**src/rtl/conv_ctrl_if.sv**
```systemverilog
// Host/datapath-facing signal bundle of the 1-D convolution sequencer.
// The slave modport is the controller itself; the master modport is the
// host/datapath side that drives start and sizes and consumes the strobes.
interface conv_ctrl_if #(
    parameter int SIZE_W  = 5,
    parameter int ZADDR_W = 6
);
    logic               start_i;
    logic [SIZE_W-1:0]  size_x_i;
    logic [SIZE_W-1:0]  size_y_i;
    logic               size_en_o;
    logic               size_clr_o;
    logic [SIZE_W-1:0]  memx_addr_o;
    logic [SIZE_W-1:0]  memy_addr_o;
    logic [ZADDR_W-1:0] memz_addr_o;
    logic               memz_we_o;
    logic               acc_clr_o;
    logic               acc_en_o;
    logic               busy_o;
    logic               done_o;

    modport slave (
        input  start_i, size_x_i, size_y_i,
        output size_en_o, size_clr_o, memx_addr_o, memy_addr_o, memz_addr_o,
               memz_we_o, acc_clr_o, acc_en_o, busy_o, done_o
    );

    modport master (
        output start_i, size_x_i, size_y_i,
        input  size_en_o, size_clr_o, memx_addr_o, memy_addr_o, memz_addr_o,
               memz_we_o, acc_clr_o, acc_en_o, busy_o, done_o
    );
endinterface

```
**src/rtl/conv_ctrl.sv**
```systemverilog
// Sequencing FSM for the 1-D convolution core Z[i] = sum_k X[k]*Y[i-k].
// For every output index i it clears the accumulator, walks k over the full
// X length issuing X/Y reads, lets the last read drain through the one-cycle
// memory latency, then writes Z[i]. Strobes are decoded from the state.
module conv_ctrl #(
    parameter int SIZE_W  = 5,
    parameter int ZADDR_W = 6
) (
    input  logic       clk,
    input  logic       rstn,
    conv_ctrl_if.slave bus
);
    localparam logic [2:0] S_IDLE  = 3'd0;
    localparam logic [2:0] S_LOAD  = 3'd1;
    localparam logic [2:0] S_CLR   = 3'd2;
    localparam logic [2:0] S_MAC   = 3'd3;
    localparam logic [2:0] S_DRAIN = 3'd4;
    localparam logic [2:0] S_WRITE = 3'd5;
    localparam logic [2:0] S_DONE  = 3'd6;

    // One extra bit so index arithmetic never wraps when comparing.
    localparam int DW  = ZADDR_W + 1;
    localparam int PAD = DW - SIZE_W;

    logic [2:0]         state;
    logic [ZADDR_W-1:0] i;
    logic [ZADDR_W-1:0] z_hold;
    logic [SIZE_W-1:0]  k;
    logic [SIZE_W-1:0]  sx;
    logic [SIZE_W-1:0]  sy;
    logic [SIZE_W-1:0]  x_hold;
    logic [SIZE_W-1:0]  y_hold;
    logic               valid_q;

    logic [DW-1:0]      i_ext;
    logic [DW-1:0]      k_ext;
    logic [DW-1:0]      y_idx;
    logic [DW-1:0]      last_i;
    logic               tap_valid;
    logic               last_tap;
    logic               last_out;
    logic               zero_size;

    assign i_ext     = {1'b0, i};
    assign k_ext     = {{PAD{1'b0}}, k};
    assign y_idx     = i_ext - k_ext;
    assign last_i    = {{PAD{1'b0}}, sx} + {{PAD{1'b0}}, sy} - DW'(2);
    // A tap contributes only when Y[i-k] exists: k<=i and i-k below the Y length.
    assign tap_valid = (state == S_MAC) && (k_ext <= i_ext) && (y_idx < {{PAD{1'b0}}, sy});
    assign last_tap  = (k == sx - SIZE_W'(1));
    assign last_out  = (i_ext == last_i);
    assign zero_size = (bus.size_x_i == '0) || (bus.size_y_i == '0);

    // State, loop indices, latched sizes, read-valid pipe and held addresses.
    // NOTE: every register here uses <= so all of them update from the same
    // pre-edge values; a blocking = would let later lines see half-updated state.
    always_ff @(posedge clk or negedge rstn) begin
        if (!rstn) begin
            state   <= S_IDLE;
            i       <= '0;
            k       <= '0;
            sx      <= '0;
            sy      <= '0;
            valid_q <= 1'b0;
            x_hold  <= '0;
            y_hold  <= '0;
            z_hold  <= '0;
        end else begin
            // Reads issued this cycle return next cycle, so the accumulate
            // enable lags the tap decision by one cycle.
            valid_q <= tap_valid;
            case (state)
                S_IDLE: begin
                    if (bus.start_i) state <= S_LOAD;
                end
                S_LOAD: begin
                    sx    <= bus.size_x_i;
                    sy    <= bus.size_y_i;
                    i     <= '0;
                    state <= zero_size ? S_DONE : S_CLR;
                end
                S_CLR: begin
                    k     <= '0;
                    state <= S_MAC;
                end
                S_MAC: begin
                    x_hold <= k;
                    y_hold <= y_idx[SIZE_W-1:0];
                    if (last_tap) state <= S_DRAIN;
                    else          k     <= k + SIZE_W'(1);
                end
                S_DRAIN: begin
                    state <= S_WRITE;
                end
                S_WRITE: begin
                    z_hold <= i;
                    if (last_out) begin
                        state <= S_DONE;
                    end else begin
                        i     <= i + ZADDR_W'(1);
                        state <= S_CLR;
                    end
                end
                S_DONE: begin
                    sx    <= '0;
                    sy    <= '0;
                    state <= S_IDLE;
                end
                default: state <= S_IDLE;
            endcase
        end
    end

    assign bus.size_en_o   = (state == S_LOAD);
    assign bus.size_clr_o  = (state == S_DONE);
    assign bus.memx_addr_o = (state == S_MAC)   ? k                 : x_hold;
    assign bus.memy_addr_o = (state == S_MAC)   ? y_idx[SIZE_W-1:0] : y_hold;
    assign bus.memz_addr_o = (state == S_WRITE) ? i                 : z_hold;
    assign bus.memz_we_o   = (state == S_WRITE);
    assign bus.acc_clr_o   = (state == S_CLR);
    assign bus.acc_en_o    = valid_q;
    assign bus.busy_o      = (state != S_IDLE);
    assign bus.done_o      = (state == S_DONE);
endmodule

```
**src/flat_wrapper.sv**
```systemverilog
// flat-port wrapper written by rule: the top's interface ports become plain ports
module conv_ctrl_flat 
#(
    parameter int SIZE_W  = 5,
    parameter int ZADDR_W = 6
)
  (clk, rstn, bus_start_i, bus_size_x_i, bus_size_y_i, bus_size_en_o, bus_size_clr_o, bus_memx_addr_o, bus_memy_addr_o, bus_memz_addr_o, bus_memz_we_o, bus_acc_clr_o, bus_acc_en_o, bus_busy_o, bus_done_o);
  conv_ctrl_if #(.SIZE_W(SIZE_W), .ZADDR_W(ZADDR_W)) bus_i ();
  input  logic clk;
  input  logic rstn;
  input wire logic [$bits(bus_i.start_i)-1:0] bus_start_i;
  input wire logic [$bits(bus_i.size_x_i)-1:0] bus_size_x_i;
  input wire logic [$bits(bus_i.size_y_i)-1:0] bus_size_y_i;
  output wire logic [$bits(bus_i.size_en_o)-1:0] bus_size_en_o;
  output wire logic [$bits(bus_i.size_clr_o)-1:0] bus_size_clr_o;
  output wire logic [$bits(bus_i.memx_addr_o)-1:0] bus_memx_addr_o;
  output wire logic [$bits(bus_i.memy_addr_o)-1:0] bus_memy_addr_o;
  output wire logic [$bits(bus_i.memz_addr_o)-1:0] bus_memz_addr_o;
  output wire logic [$bits(bus_i.memz_we_o)-1:0] bus_memz_we_o;
  output wire logic [$bits(bus_i.acc_clr_o)-1:0] bus_acc_clr_o;
  output wire logic [$bits(bus_i.acc_en_o)-1:0] bus_acc_en_o;
  output wire logic [$bits(bus_i.busy_o)-1:0] bus_busy_o;
  output wire logic [$bits(bus_i.done_o)-1:0] bus_done_o;
  assign bus_i.start_i = bus_start_i;
  assign bus_i.size_x_i = bus_size_x_i;
  assign bus_i.size_y_i = bus_size_y_i;
  assign bus_size_en_o = bus_i.size_en_o;
  assign bus_size_clr_o = bus_i.size_clr_o;
  assign bus_memx_addr_o = bus_i.memx_addr_o;
  assign bus_memy_addr_o = bus_i.memy_addr_o;
  assign bus_memz_addr_o = bus_i.memz_addr_o;
  assign bus_memz_we_o = bus_i.memz_we_o;
  assign bus_acc_clr_o = bus_i.acc_clr_o;
  assign bus_acc_en_o = bus_i.acc_en_o;
  assign bus_busy_o = bus_i.busy_o;
  assign bus_done_o = bus_i.done_o;
  conv_ctrl #(.SIZE_W(SIZE_W), .ZADDR_W(ZADDR_W)) u_core (.clk(clk), .rstn(rstn), .bus(bus_i));
endmodule
```
**config.mk**
```make
export PLATFORM = sky130hd
export DESIGN_NAME = conv_ctrl_flat
export DESIGN_NICKNAME = d
export VERILOG_FILES = /design/src/rtl/conv_ctrl_if.sv /design/src/rtl/conv_ctrl.sv /design/src/flat_wrapper.sv
export SDC_FILE = /design/constraint.sdc
export NUM_CORES = 1
export LEC_CHECK = 0
export CORE_UTILIZATION = 45
export DETAILED_ROUTE_END_ITERATION = 7
export PLACE_DENSITY = 0.74
export SLEW_MARGIN = 20
export SYNTH_ARGS = -nofsm -noshare
export SYNTH_HDL_FRONTEND = slang
export SYNTH_SLANG_ARGS = --single-unit
```
**constraint.sdc**
```tcl
create_clock -name clk -period 5.2 [get_ports clk]
set_input_delay 1.3 -clock clk [delete_from_list [all_inputs] [get_ports clk]]
set_output_delay 1.3 -clock clk [all_outputs]
set_load 0.005 [all_outputs]
```
==> results.txt, run 1 <==
----------------------------------------------------
[Status]
  Status ... finished clean

[Timing]
  Setup repair after global routing missed its margin ... false
  Measured slew at the worst slew-check pin ... 0.912 ns
  Hold Vio Cnt, Final ... 0
  Setup tns final ... 0 ns
  Post-layout minimum cycle time ... 3.94 ns
  Final Max Tran Viols ... 0
  Fmax ... 254 MHz
  Skew final ... 0.00866 ns
  Worst slew margin relative to its limit ... 39.2%
  Final setup vio count ... 0
  Share of the clock period used by the worst path ... 75.7%

[Floorplan]
  Vertical die dimension ... 75.9 um
  Row Count ... 26
  Top-level port count ... 36
  Initial cell density of the core ... 47.5%
  Area of the die ... 5760 um2
  Core region area ... 5170 um2
  Die X ... 75.9 um

[Clock network]
  Count of cells resized by post-cts repair ... 0
  Num Clock Sinks ... 41
  TritonCTS clock tree ... yes
  Post-CTS Hold Buffers ... 0
  Number of clock buffers inserted by TritonCTS ... 5
  Number of H-tree branching levels ... 2
  Clock latency of the later-clocked register in the worst-skew pair ... 0.30 ns
  Clock-pin transition on the worst setup and hold timing paths ... 0.09 ns
  Buffers inserted during post-CTS setup optimization ... 0
  Number of buffers between clock root and the deepest sink ... 2
  Library cell used as clock root buffer ... sky130_fd_sc_hd__clkbuf_8

[Min path]
  Instance count along the most critical hold path ... 2
  Capture endpoint of the worst hold path ... u_core.z_hold[4]
  Min-Delay Path Class ... register to register
  Launch instance of the worst min-delay path ... u_core.z_hold[4]

[GRT]
  Number of global-route vias before repair ... 1,728
  Maximum number of pins on one net before global-route repair ... 42
  Global-route wire length before repair ... 8300 um
  Total global routing track utilization ... 19.9%
  Initial antenna violation count ... 0
  Residual overflow from global routing ... 0

[Logic synthesis]
  Synthesis-stage register bit count ... 41
  Number of distinct library cells after synthesis ... 46
  Post-Syn Instances ... 247
  Number of enable-type register cells in the synthesized netlist ... 0
  Sequential share of the synthesized area ... 41.8%
  Post-synth net total ... 280
  Synth Area per Inst ... 9.95 um2
  Most used flip-flop cell after synthesis ... sky130_fd_sc_hd__dfrtp_1
  Fraction of synthesis flops using an asynchronous set or reset pin ... 100%
  Number of warnings issued by yosys ... 0
  Post-synthesis instance area ... 2460 um2

[Route]
  Total wire length ... 5150 um
  Average detailed-routed wire length per instance ... 14.7 um
  Number of routed nets with antenna violations ... 0
  Detailed-route via count ... 1,874
  Number of detailed-route iterations in the first pass ... 4
  Detailed router's first-iteration violation count ... 139
  Via/cell ratio ... 5.34
  Post-route DRC ... 0

[Place]
  Number of port buffers ... 35
  Routability cong. ... 0.820
  Dpl hpwl ... 3920 um
  DP Cell Count ... 343

[Worst setup path]
  Biggest cell delay along the critical path ... 0.50 ns
  Startpoint of the worst-slack reg-to-reg timing path ... u_core.sx[0]
  Worst setup EP type ... output pin
  Critical path class ... register to output pin
  Logic depth of the worst register-to-register path ... 12
  Sort of element at the start of the critical path ... register
  WP data arrival ... 2.64 ns
  R2r endpoint ... u_core.i[4]
  Minimum setup slack among reg-to-reg paths ... 2.32 ns
  Cell with the largest stage delay on the worst path ... sky130_fd_sc_hd__clkdlybuf4s50_1
  CP cell instances ... inv_1 -> ha_1 -> inv_1 -> fa_1 -> a21o_1 -> a21oi_1 -> xnor2_1 -> mux2_2 -> clkdlybuf4s50_1
  Critical path's most frequent cell ... sky130_fd_sc_hd__inv_1
  Crit path required time ... 3.90 ns
  Critical-path maximum fanout ... 6

[Power and ir drop]
  Combinational Power Share ... 58.6%
  Leak pwr ... 1.38 nW
  Power share of the clock group ... 14.3%
  Share of power burned in registers ... 27.0%
  Internal power component ... 1.15 mW
  Power density over the cells ... 646 nW/um2
  Maximum VDD drop ... 0.306 mV
  Switching power ... 766 uW
  Switching part of the total ... 39.9%

[Finish]
  Syn-to-layout area delta ... 20.9%
  Share of post-route cells with drive strength above 1 ... 8.54%
  Post-route insts no fill ... 351
  Antenna Cells ... 0
  Area used by sequential logic in the layout ... 1030 um2
  Multi-input logic area ... 1330 um2
  Number of nets in the layout ... 313
  # fillers ... 448

[Job]
  Number of max-cap violations ... 0

----------------------------------------------------
[metrics by stage]
step	cell area, um2	worst slack, ns	total power [mW]	hold slack (ns)	utilization [%]
2_1_floorplan	2460	2.15	1.32	0.462	-
3_3_place_gp	2850	1.61	1.63	0.455	55.1
3_5_place_dp	2850	1.58	1.65	0.468	55.1
4_1_cts	2970	1.24	1.93	0.486	57.4
5_1_grt	2970	1.06	2.10	0.517	57.4
6_report	2970	1.26	1.92	0.480	57.4
[synth_stat cells (all sizes together), types with 2 or more instances]
cell | instances | area share (%)
nand3b | 3 | 0.92
o21ai | 9 | 1.8
nor3 | 4 | 1.0
o22ai | 2 | 0.76
nand2 | 40 | 6.2
a22o | 10 | 3.6
a21oi | 8 | 1.8
mux2 | 7 | 3.2
buf | 3 | 0.71
fa | 2 | 1.6
inv | 16 | 2.4
xor2 | 9 | 3.2
mux2i | 6 | 2.4
a21o | 6 | 1.8
nand4 | 4 | 1.0
nor2 | 15 | 2.3
o2bb2ai | 2 | 0.71
dfrtp | 41 | 42
xnor2 | 12 | 4.3
ha | 18 | 9.2
nand3 | 5 | 1.2
nand2b | 3 | 0.76
clkbuf | 6 | 0.92
[critical path: cells and delay by family, from the launching register on]
kind	cells	cell delay (ns)
adders and majority gates	2	0.53
AOI/OAI and AO/OA	2	0.36
xor gates and xnor gates	1	0.16
DFF	1	0.45
muxes	1	0.20
buffers and inverters	3	0.65
[cell type report]
| cell class | instances | area share, % |
|---|---|---|
| clock buffers | 6 | 2.78 |
| clock inverters | 2 | 1.26 |
| inverters | 16 | 2.02 |
| multi-input cells | 181 | 44.8 |
| flip-flops and latches | 41 | 34.5 |
| well taps | 70 | 2.95 |
| repair buffers | 35 | 11.6 |
[cells in the final DEF, fill, tap and decap left out, drive strengths merged, types with 4 or more instances in the layout]
| cell type | netlist | layout |
|---|---|---|
| inv | 16 | 16 |
| xor2 | 9 | 9 |
| mux2 | 7 | 7 |
| mux2i | 6 | 6 |
| nand2 | 40 | 40 |
| nor3 | 4 | 4 |
| ha | 18 | 18 |
| nand3 | 5 | 5 |
| a22o | 10 | 10 |
| a21o | 6 | 6 |
| o21ai | 9 | 9 |
| clkbuf | 6 | 6 |
| clkdlybuf4s50 | 0 | 34 |
| a21oi | 8 | 8 |
| dfrtp | 41 | 41 |
| xnor2 | 12 | 12 |
| nand4 | 4 | 4 |
| nor2 | 15 | 15 |
[per-layer routing]
layer  share of wire [%]  vias to the layer above  GRT usage (%)
met5                   0                        -              0
met4                 1.5                        0           6.17
met2                  47                       39           31.9
met1                  48                      910           27.1
li1                    -                      919              -
met3                 3.3                        6           3.97
[power groups by stage]
stage	combinational [mW]	sequential, mW	clock [mW]
4_1_cts	1.14	0.518	0.278
2_1_floorplan	0.842	0.479	0
3_5_place_dp	1.13	0.524	0
6_report	1.12	0.519	0.275
3_3_place_gp	1.10	0.521	0
5_1_grt	1.27	0.534	0.292
[kinds of logic after synthesis]
group	count (synthesis)	share of synthesized area (%)
buffers and inverters	25	4.07
xor gates and xnor gates	22	8.45
muxes	13	5.65
AOI/OAI and AO/OA	46	14.1
adders and majority gates	20	10.8
DFF	41	41.8
and+or+nand+nor	80	15.2
[worst max-delay path by stage]
stage	startpoint	endpoint	depth (start not counted)
CTS	u_core.i[0]	bus_memy_addr_o[4]	9
global route	u_core.i[0]	bus_memy_addr_o[4]	9
detailed placement	u_core.i[0]	bus_memy_addr_o[4]	9
floorplan	u_core.i[0]	bus_memy_addr_o[4]	8
finish	u_core.i[0]	bus_memy_addr_o[4]	9
global placement	u_core.i[0]	bus_memy_addr_o[4]	9
[flip-flops by register name, indices dropped and copies added, names as in the netlist]
| name | flops |
|---|---|
| u_core.state | 3 |
| u_core.x_hold | 5 |
| u_core.i | 6 |
| u_core.sy | 5 |
| u_core.y_hold | 5 |
| u_core.k | 5 |
| u_core.bus.acc_en_o | 1 |
| u_core.z_hold | 6 |
| u_core.sx | 5 |
Note: power is estimated with default switching activity, not from simulation.
==> inputs of run 2 (changes only) <==
==> constraint.sdc (replaced) <==
create_clock -name clk -period 4 [get_ports clk]
set_input_delay 1 -clock clk [delete_from_list [all_inputs] [get_ports clk]]
set_output_delay 1 -clock clk [all_outputs]
set_load 0.005 [all_outputs]
==> run 2 against run 1 <==
Clock power hardly changed. Non-clock buffer count up 1. Combinational power is 31% higher. Die area stayed put. Clock skew hardly changed. Largest power group unchanged. Flip-flop and latch count is the same. Cell count increased by 0.28%. Count of clock-buffer cells in the layout fell by 1. Register-to-register slack got worse by 1.2 ns. Hold slack worse by 0.00060 ns. Sequential power grew 31%.
==> results.txt, run 2 (synthesis gave the netlist of run 1 again) <==
----------------------------------------------------
[Finish]
  Antenna Cells ... 0
  Post-route insts no fill ... 352
  Syn-to-layout area delta ... 19.8%
  Commonest non-fill, non-tap cell in the layout ... sky130_fd_sc_hd__dfrtp_1
  Registers with the highest flip-flop counts ... u_core.i (6), u_core.z_hold (6)
  Commonest cells after routing, fill and taps aside ... 41 x sky130_fd_sc_hd__dfrtp_1, 39 x sky130_fd_sc_hd__nand2_1, 34 x sky130_fd_sc_hd__clkdlybuf4s50_1
  Share of post-route cells with drive strength above 1 ... 8.87%
  Number of nets in the layout ... 314

[Clock network]
  Count of cells resized by post-cts repair ... 0
  Post-CTS Hold Buffers ... 0
  Number of buffers between clock root and the deepest sink ... 2
  Buffers inserted during post-CTS setup optimization ... 0
  Number of H-tree branching levels ... 2
  Library cell used as clock root buffer ... sky130_fd_sc_hd__clkbuf_8
  Clock-pin transition on the worst setup and hold timing paths ... 0.09 ns
  TritonCTS clock tree ... yes
  Number of clock buffers inserted by TritonCTS ... 5
  Num Clock Sinks ... 41
  Clock latency of the later-clocked register in the worst-skew pair ... 0.31 ns

[Timing]
  Setup tns final ... 0 ns
  Post-layout minimum cycle time ... 3.68 ns
  Worst slew margin relative to its limit ... 40.4%
  Setup repair after global routing missed its margin ... false
  Final setup vio count ... 0
  Skew final ... 0.00826 ns
  Hold Vio Cnt, Final ... 0
  Final Max Tran Viols ... 0
  Measured slew at the worst slew-check pin ... 0.894 ns
  Fmax ... 272 MHz
  Share of the clock period used by the worst path ... 91.9%

[Job]
  Number of max-cap violations ... 0

[GRT]
  Global-route wire length before repair ... 8590 um
  Initial antenna violation count ... 0
  Total global routing track utilization ... 20.7%
  Maximum number of pins on one net before global-route repair ... 42
  Number of global-route vias before repair ... 1,751
  Residual overflow from global routing ... 0

[Route]
  Via/cell ratio ... 5.34
  Detailed-route via count ... 1,878
  Detailed router's first-iteration violation count ... 62
  Post-route DRC ... 0
  Total wire length ... 5300 um
  Number of detailed-route iterations in the first pass ... 4
  Average detailed-routed wire length per instance ... 15.1 um
  Number of routed nets with antenna violations ... 0

[Floorplan]
  Area of the die ... 5760 um2
  Vertical die dimension ... 75.9 um
  Row Count ... 26
  Die X ... 75.9 um
  Core region area ... 5170 um2
  Initial cell density of the core ... 47.5%
  Top-level port count ... 36

[Worst setup path]
  Biggest cell delay along the critical path ... 0.49 ns
  Critical path's most frequent cell ... sky130_fd_sc_hd__inv_1
  Startpoint of the worst-slack reg-to-reg timing path ... u_core.sx[0]
  Launch point of the worst path ... u_core.i[0]
  Critical path class ... register to output pin
  Worst setup EP type ... output pin
  CP cell instances ... inv_1 -> ha_1 -> inv_1 -> fa_1 -> a21o_1 -> a21oi_1 -> xnor2_1 -> mux2_2 -> clkdlybuf4s50_1
  Critical-path maximum fanout ... 6
  Sort of element at the start of the critical path ... register
  Cell with the largest stage delay on the worst path ... sky130_fd_sc_hd__clkdlybuf4s50_1
  WP data arrival ... 2.68 ns
  Minimum setup slack among reg-to-reg paths ... 1.13 ns
  Crit path required time ... 3.00 ns

[Place]
  Dpl hpwl ... 4040 um
  Number of port buffers ... 35
  Routability cong. ... 0.813
  DP Cell Count ... 344

[Min path]
  Min-Delay Path Class ... register to register
  Launch instance of the worst min-delay path ... u_core.z_hold[4]

[Power and ir drop]
  Leak pwr ... 1.37 nW
  Maximum VDD drop ... 0.368 mV
  Power density over the cells ... 823 nW/um2

[Status]
  Status ... finished clean

----------------------------------------------------
==> run 2: cell count changes in the layout (fill, tap and decap cells not counted) <==
cell and change:
sky130_fd_sc_hd__clkinv_2 +2, sky130_fd_sc_hd__bufinv_16 -1, sky130_fd_sc_hd__buf_4 +1, sky130_fd_sc_hd__clkbuf_8 -1
==> run 2: path summary, 6_finish.rpt <==
check                                 endpoint  depth (start not counted)
min reg2reg                   u_core.z_hold[4]                          2
min                           u_core.z_hold[4]                          2
max                         bus_memy_addr_o[4]                          9
min in group asynchronous  u_core.bus.acc_en_o                          1
max reg2reg                        u_core.i[4]                         12
max in group asynchronous         u_core.sy[2]                          1
==> run 2: area by class of cell <==
type                       instances  area [um2]
clock inverter                     3        17.5
fill                             455        2230
sequential                        41        1030
tap                               70        87.6
multi-input combinational        181        1330
clock buffer                       5        68.8
inverter                          16        60.1
timing repair buffer              36         353
==> run 2: stage by stage <==
stage	utilization (%)	total power, mW	worst slack, ns	hold WS (ns)	instance area [um2]
finish	56.9	2.42	0.323	0.480	2940
global route	56.9	2.65	0.117	0.497	2940
CTS	56.9	2.44	0.316	0.478	2940
detailed placement	55.2	2.16	0.662	0.459	2860
global placement	55.2	2.12	0.711	0.455	2860
floorplan	-	1.72	1.25	0.462	2460
==> run 2: worst max-delay path, delay by kind of cell, from the launching register on <==
kind	cells	cell delay [ns]
buffers and inverters	3	0.65
flip-flops	1	0.45
multiplexers	1	0.20
AO/OA/AOI/OAI	2	0.37
XOR/XNOR	1	0.17
adder cells (fa/ha/maj)	2	0.54
==> run 2: power breakdown <==
part	switching (mW)	internal (mW)	total, mW
Combinational	0.714	0.754	1.47
Sequential	0.135	0.545	0.679
Clock	0.156	0.121	0.277
==> run 2: routing by layer <==
metal,GRT usage [%],up-vias,part of all wire (%)
met1,27.2,907,48
li1,-,925,-
met2,33.7,39,47
met3,4.37,7,2.5
met4,7.20,0,2.2
met5,0,-,0
==> inputs of run 3 (changes only) <==
--- a/config.mk
+++ b/config.mk
@@ -5,7 +5,9 @@
 export SDC_FILE = /design/constraint.sdc
 export NUM_CORES = 1
 export LEC_CHECK = 0
+export CORE_MARGIN = 2
 export CORE_UTILIZATION = 45
+export CTS_CLUSTER_DIAMETER = 80
 export DETAILED_ROUTE_END_ITERATION = 7
 export PLACE_DENSITY = 0.74
 export SLEW_MARGIN = 20
==> run 3 against run 2 <==
Fmax up 0.54%. Worst setup slack improved by 0.020 ns. Hold slack worse by 0.00098 ns. Flip-flop and latch count unchanged. Cell count increased by 0.28%. Register-to-register slack worse by 0.03 ns. Critical path depth did not move. Die area up 5.3%. Cell area grew 1.3%. Critical path type unchanged. Total power is 3.4% higher.
==> results.txt, run 3 (synthesis gave the netlist of run 1 again) <==
----------------------------------------------------
[Timing]
  Final Max Tran Viols ... 0
  Measured slew at the worst slew-check pin ... 0.912 ns
  Hold Vio Cnt, Final ... 0
  Fmax ... 273 MHz
  Final setup vio count ... 0
  Setup repair after global routing missed its margin ... false
  Setup tns final ... 0 ns
  Final Hold Slack ... 0.479 ns
  Worst slew margin relative to its limit ... 39.2%
  Share of the clock period used by the worst path ... 91.4%
  Post-layout minimum cycle time ... 3.66 ns
  Skew final ... 0.00814 ns

[GRT]
  Global-route wire length before repair ... 8900 um
  Number of global-route vias before repair ... 1,792
  Residual overflow from global routing ... 0
  Total global routing track utilization ... 18.9%
  Maximum number of pins on one net before global-route repair ... 42
  Initial antenna violation count ... 0

[Clock network]
  Number of buffers between clock root and the deepest sink ... 2
  TritonCTS clock tree ... yes
  Post-CTS Hold Buffers ... 0
  Number of clock buffers inserted by TritonCTS ... 5
  Clock latency of the later-clocked register in the worst-skew pair ... 0.30 ns
  Count of cells resized by post-cts repair ... 0
  Buffers inserted during post-CTS setup optimization ... 0
  Clock-pin transition on the worst setup and hold timing paths ... 0.08 ns
  Library cell used as clock root buffer ... sky130_fd_sc_hd__clkbuf_8
  Number of H-tree branching levels ... 2
  Num Clock Sinks ... 41

[Min path]
  Capture endpoint of the worst hold path ... u_core.z_hold[4]
  Launch instance of the worst min-delay path ... u_core.z_hold[4]
  Min-Delay Path Class ... register to register
  Instance count along the most critical hold path ... 2

[Worst setup path]
  WP data arrival ... 2.66 ns
  Worst setup EP type ... output pin
  Crit path required time ... 3.00 ns
  Startpoint of the worst-slack reg-to-reg timing path ... u_core.sx[0]
  Minimum setup slack among reg-to-reg paths ... 1.10 ns
  Sort of element at the start of the critical path ... register
  Critical path class ... register to output pin
  R2r endpoint ... u_core.i[4]
  Logic depth of the worst register-to-register path ... 12
  Critical-path maximum fanout ... 6

[Finish]
  Commonest non-fill, non-tap cell in the layout ... sky130_fd_sc_hd__dfrtp_1
  Commonest cells after routing, fill and taps aside ... 41 x sky130_fd_sc_hd__dfrtp_1, 39 x sky130_fd_sc_hd__nand2_1, 34 x sky130_fd_sc_hd__clkdlybuf4s50_1
  Syn-to-layout area delta ... 21.3%
  Antenna Cells ... 0
  Share of post-route cells with drive strength above 1 ... 8.83%
  Multi-input logic area ... 1330 um2
  Area used by sequential logic in the layout ... 1030 um2
  Number of nets in the layout ... 315
  Registers with the highest flip-flop counts ... u_core.i (6), u_core.z_hold (6)
  # fillers ... 433

[Place]
  Number of port buffers ... 35
  Routability cong. ... 0.798
  Dpl hpwl ... 3950 um

[Floorplan]
  Initial cell density of the core ... 47.5%
  Vertical die dimension ... 77.9 um
  Die X ... 77.9 um
  Area of the die ... 6070 um2
  Top-level port count ... 36
  Row Count ... 26
  Core region area ... 5170 um2

[Power and ir drop]
  Share of power burned in registers ... 27.0%
  Power share of the clock group ... 13.8%
  Internal power component ... 1.51 mW
  Combinational Power Share ... 59.2%
  Power density over the cells ... 841 nW/um2
  Maximum VDD drop ... 0.399 mV
  Leak pwr ... 1.39 nW
  Switching power ... 993 uW
  Switching part of the total ... 39.6%

[Route]
  Detailed router's first-iteration violation count ... 86
  Detailed-route via count ... 1,822
  Number of detailed-route iterations in the first pass ... 4
  Via/cell ratio ... 5.16
  Number of routed nets with antenna violations ... 0
  Average detailed-routed wire length per instance ... 14.5 um
  Post-route DRC ... 0
  Total wire length ... 5100 um

[Status]
  Status ... finished clean

[Job]
  Number of max-cap violations ... 0

----------------------------------------------------
run 3: changes by cell type in the layout (fill, tap and decap cells not counted):
cell / delta
sky130_fd_sc_hd__buf_4: +1
sky130_fd_sc_hd__clkinvlp_4: -1
sky130_fd_sc_hd__bufinv_16: +1
sky130_fd_sc_hd__clkbuf_1: +1
sky130_fd_sc_hd__clkinv_2: -2
sky130_fd_sc_hd__clkbuf_8: +1
run 3: power by group through the flow:
| stage | Sequential [mW] | Combinational [mW] | Clock (mW) |
|---|---|---|---|
| 2_1_floorplan | 0.623 | 1.09 | 0 |
| 4_1_cts | 0.675 | 1.50 | 0.355 |
| 3_5_place_dp | 0.682 | 1.48 | 0 |
| 5_1_grt | 0.696 | 1.68 | 0.370 |
| 6_report | 0.676 | 1.49 | 0.346 |
| 3_3_place_gp | 0.679 | 1.45 | 0 |
run 3: through the flow:
stage / instance area [um2] / power (mW) / setup WS, ns / cells / util [%]
6_report: 2980 / 2.51 / 0.343 / 353 / 57.6
5_1_grt: 2980 / 2.75 / 0.213 / 353 / 57.6
4_1_cts: 2980 / 2.53 / 0.331 / 353 / 57.6
3_5_place_dp: 2870 / 2.16 / 0.675 / 345 / 55.4
3_3_place_gp: 2870 / 2.13 / 0.710 / 345 / 55.4
2_1_floorplan: 2460 / 1.72 / 1.25 / 247 / -
run 3: worst max-delay path by stage:
stage / from / endpoint / slack [ns] / cells after the start
floorplan: u_core.i[0] / bus_memy_addr_o[4] / 1.25 / 8
finish: u_core.i[0] / bus_memy_addr_o[4] / 0.34 / 9
global placement: u_core.i[0] / bus_memy_addr_o[4] / 0.71 / 9
CTS: u_core.i[0] / bus_memy_addr_o[4] / 0.33 / 9
global route: u_core.i[0] / bus_memy_addr_o[4] / 0.21 / 9
detailed placement: u_core.i[0] / bus_memy_addr_o[4] / 0.68 / 9
run 3: final cells by class:
| type | instances | area share [%] |
|---|---|---|
| multi-input cells | 181 | 44.6 |
| clock inverters | 1 | 1.01 |
| well taps | 70 | 2.94 |
| repair buffers | 37 | 12.1 |
| flip-flops and latches | 41 | 34.4 |
| inverters | 16 | 2.01 |
| clock buffers | 7 | 2.90 |
run 3: per-layer routing:
layer  vias to the layer above  GRT usage [%]  part of all wire (%)
li1                        925              -                     -
met1                       862           25.1                    48
met2                        28           31.3                    48
met3                         7           3.14                   2.2
met4                         0           6.32                   1.7
met5                         -              0                     0
run 3: critical path, cell delays in order, from the launching register on:
cell                              delay [ns]
sky130_fd_sc_hd__dfrtp_1                0.45
sky130_fd_sc_hd__inv_1                  0.10
sky130_fd_sc_hd__ha_1                   0.14
sky130_fd_sc_hd__inv_1                  0.06
sky130_fd_sc_hd__fa_1                   0.40
sky130_fd_sc_hd__a21o_1                 0.19
sky130_fd_sc_hd__a21oi_1                0.17
sky130_fd_sc_hd__xnor2_1                0.16
sky130_fd_sc_hd__mux2_2                 0.20
sky130_fd_sc_hd__clkdlybuf4s50_1        0.49
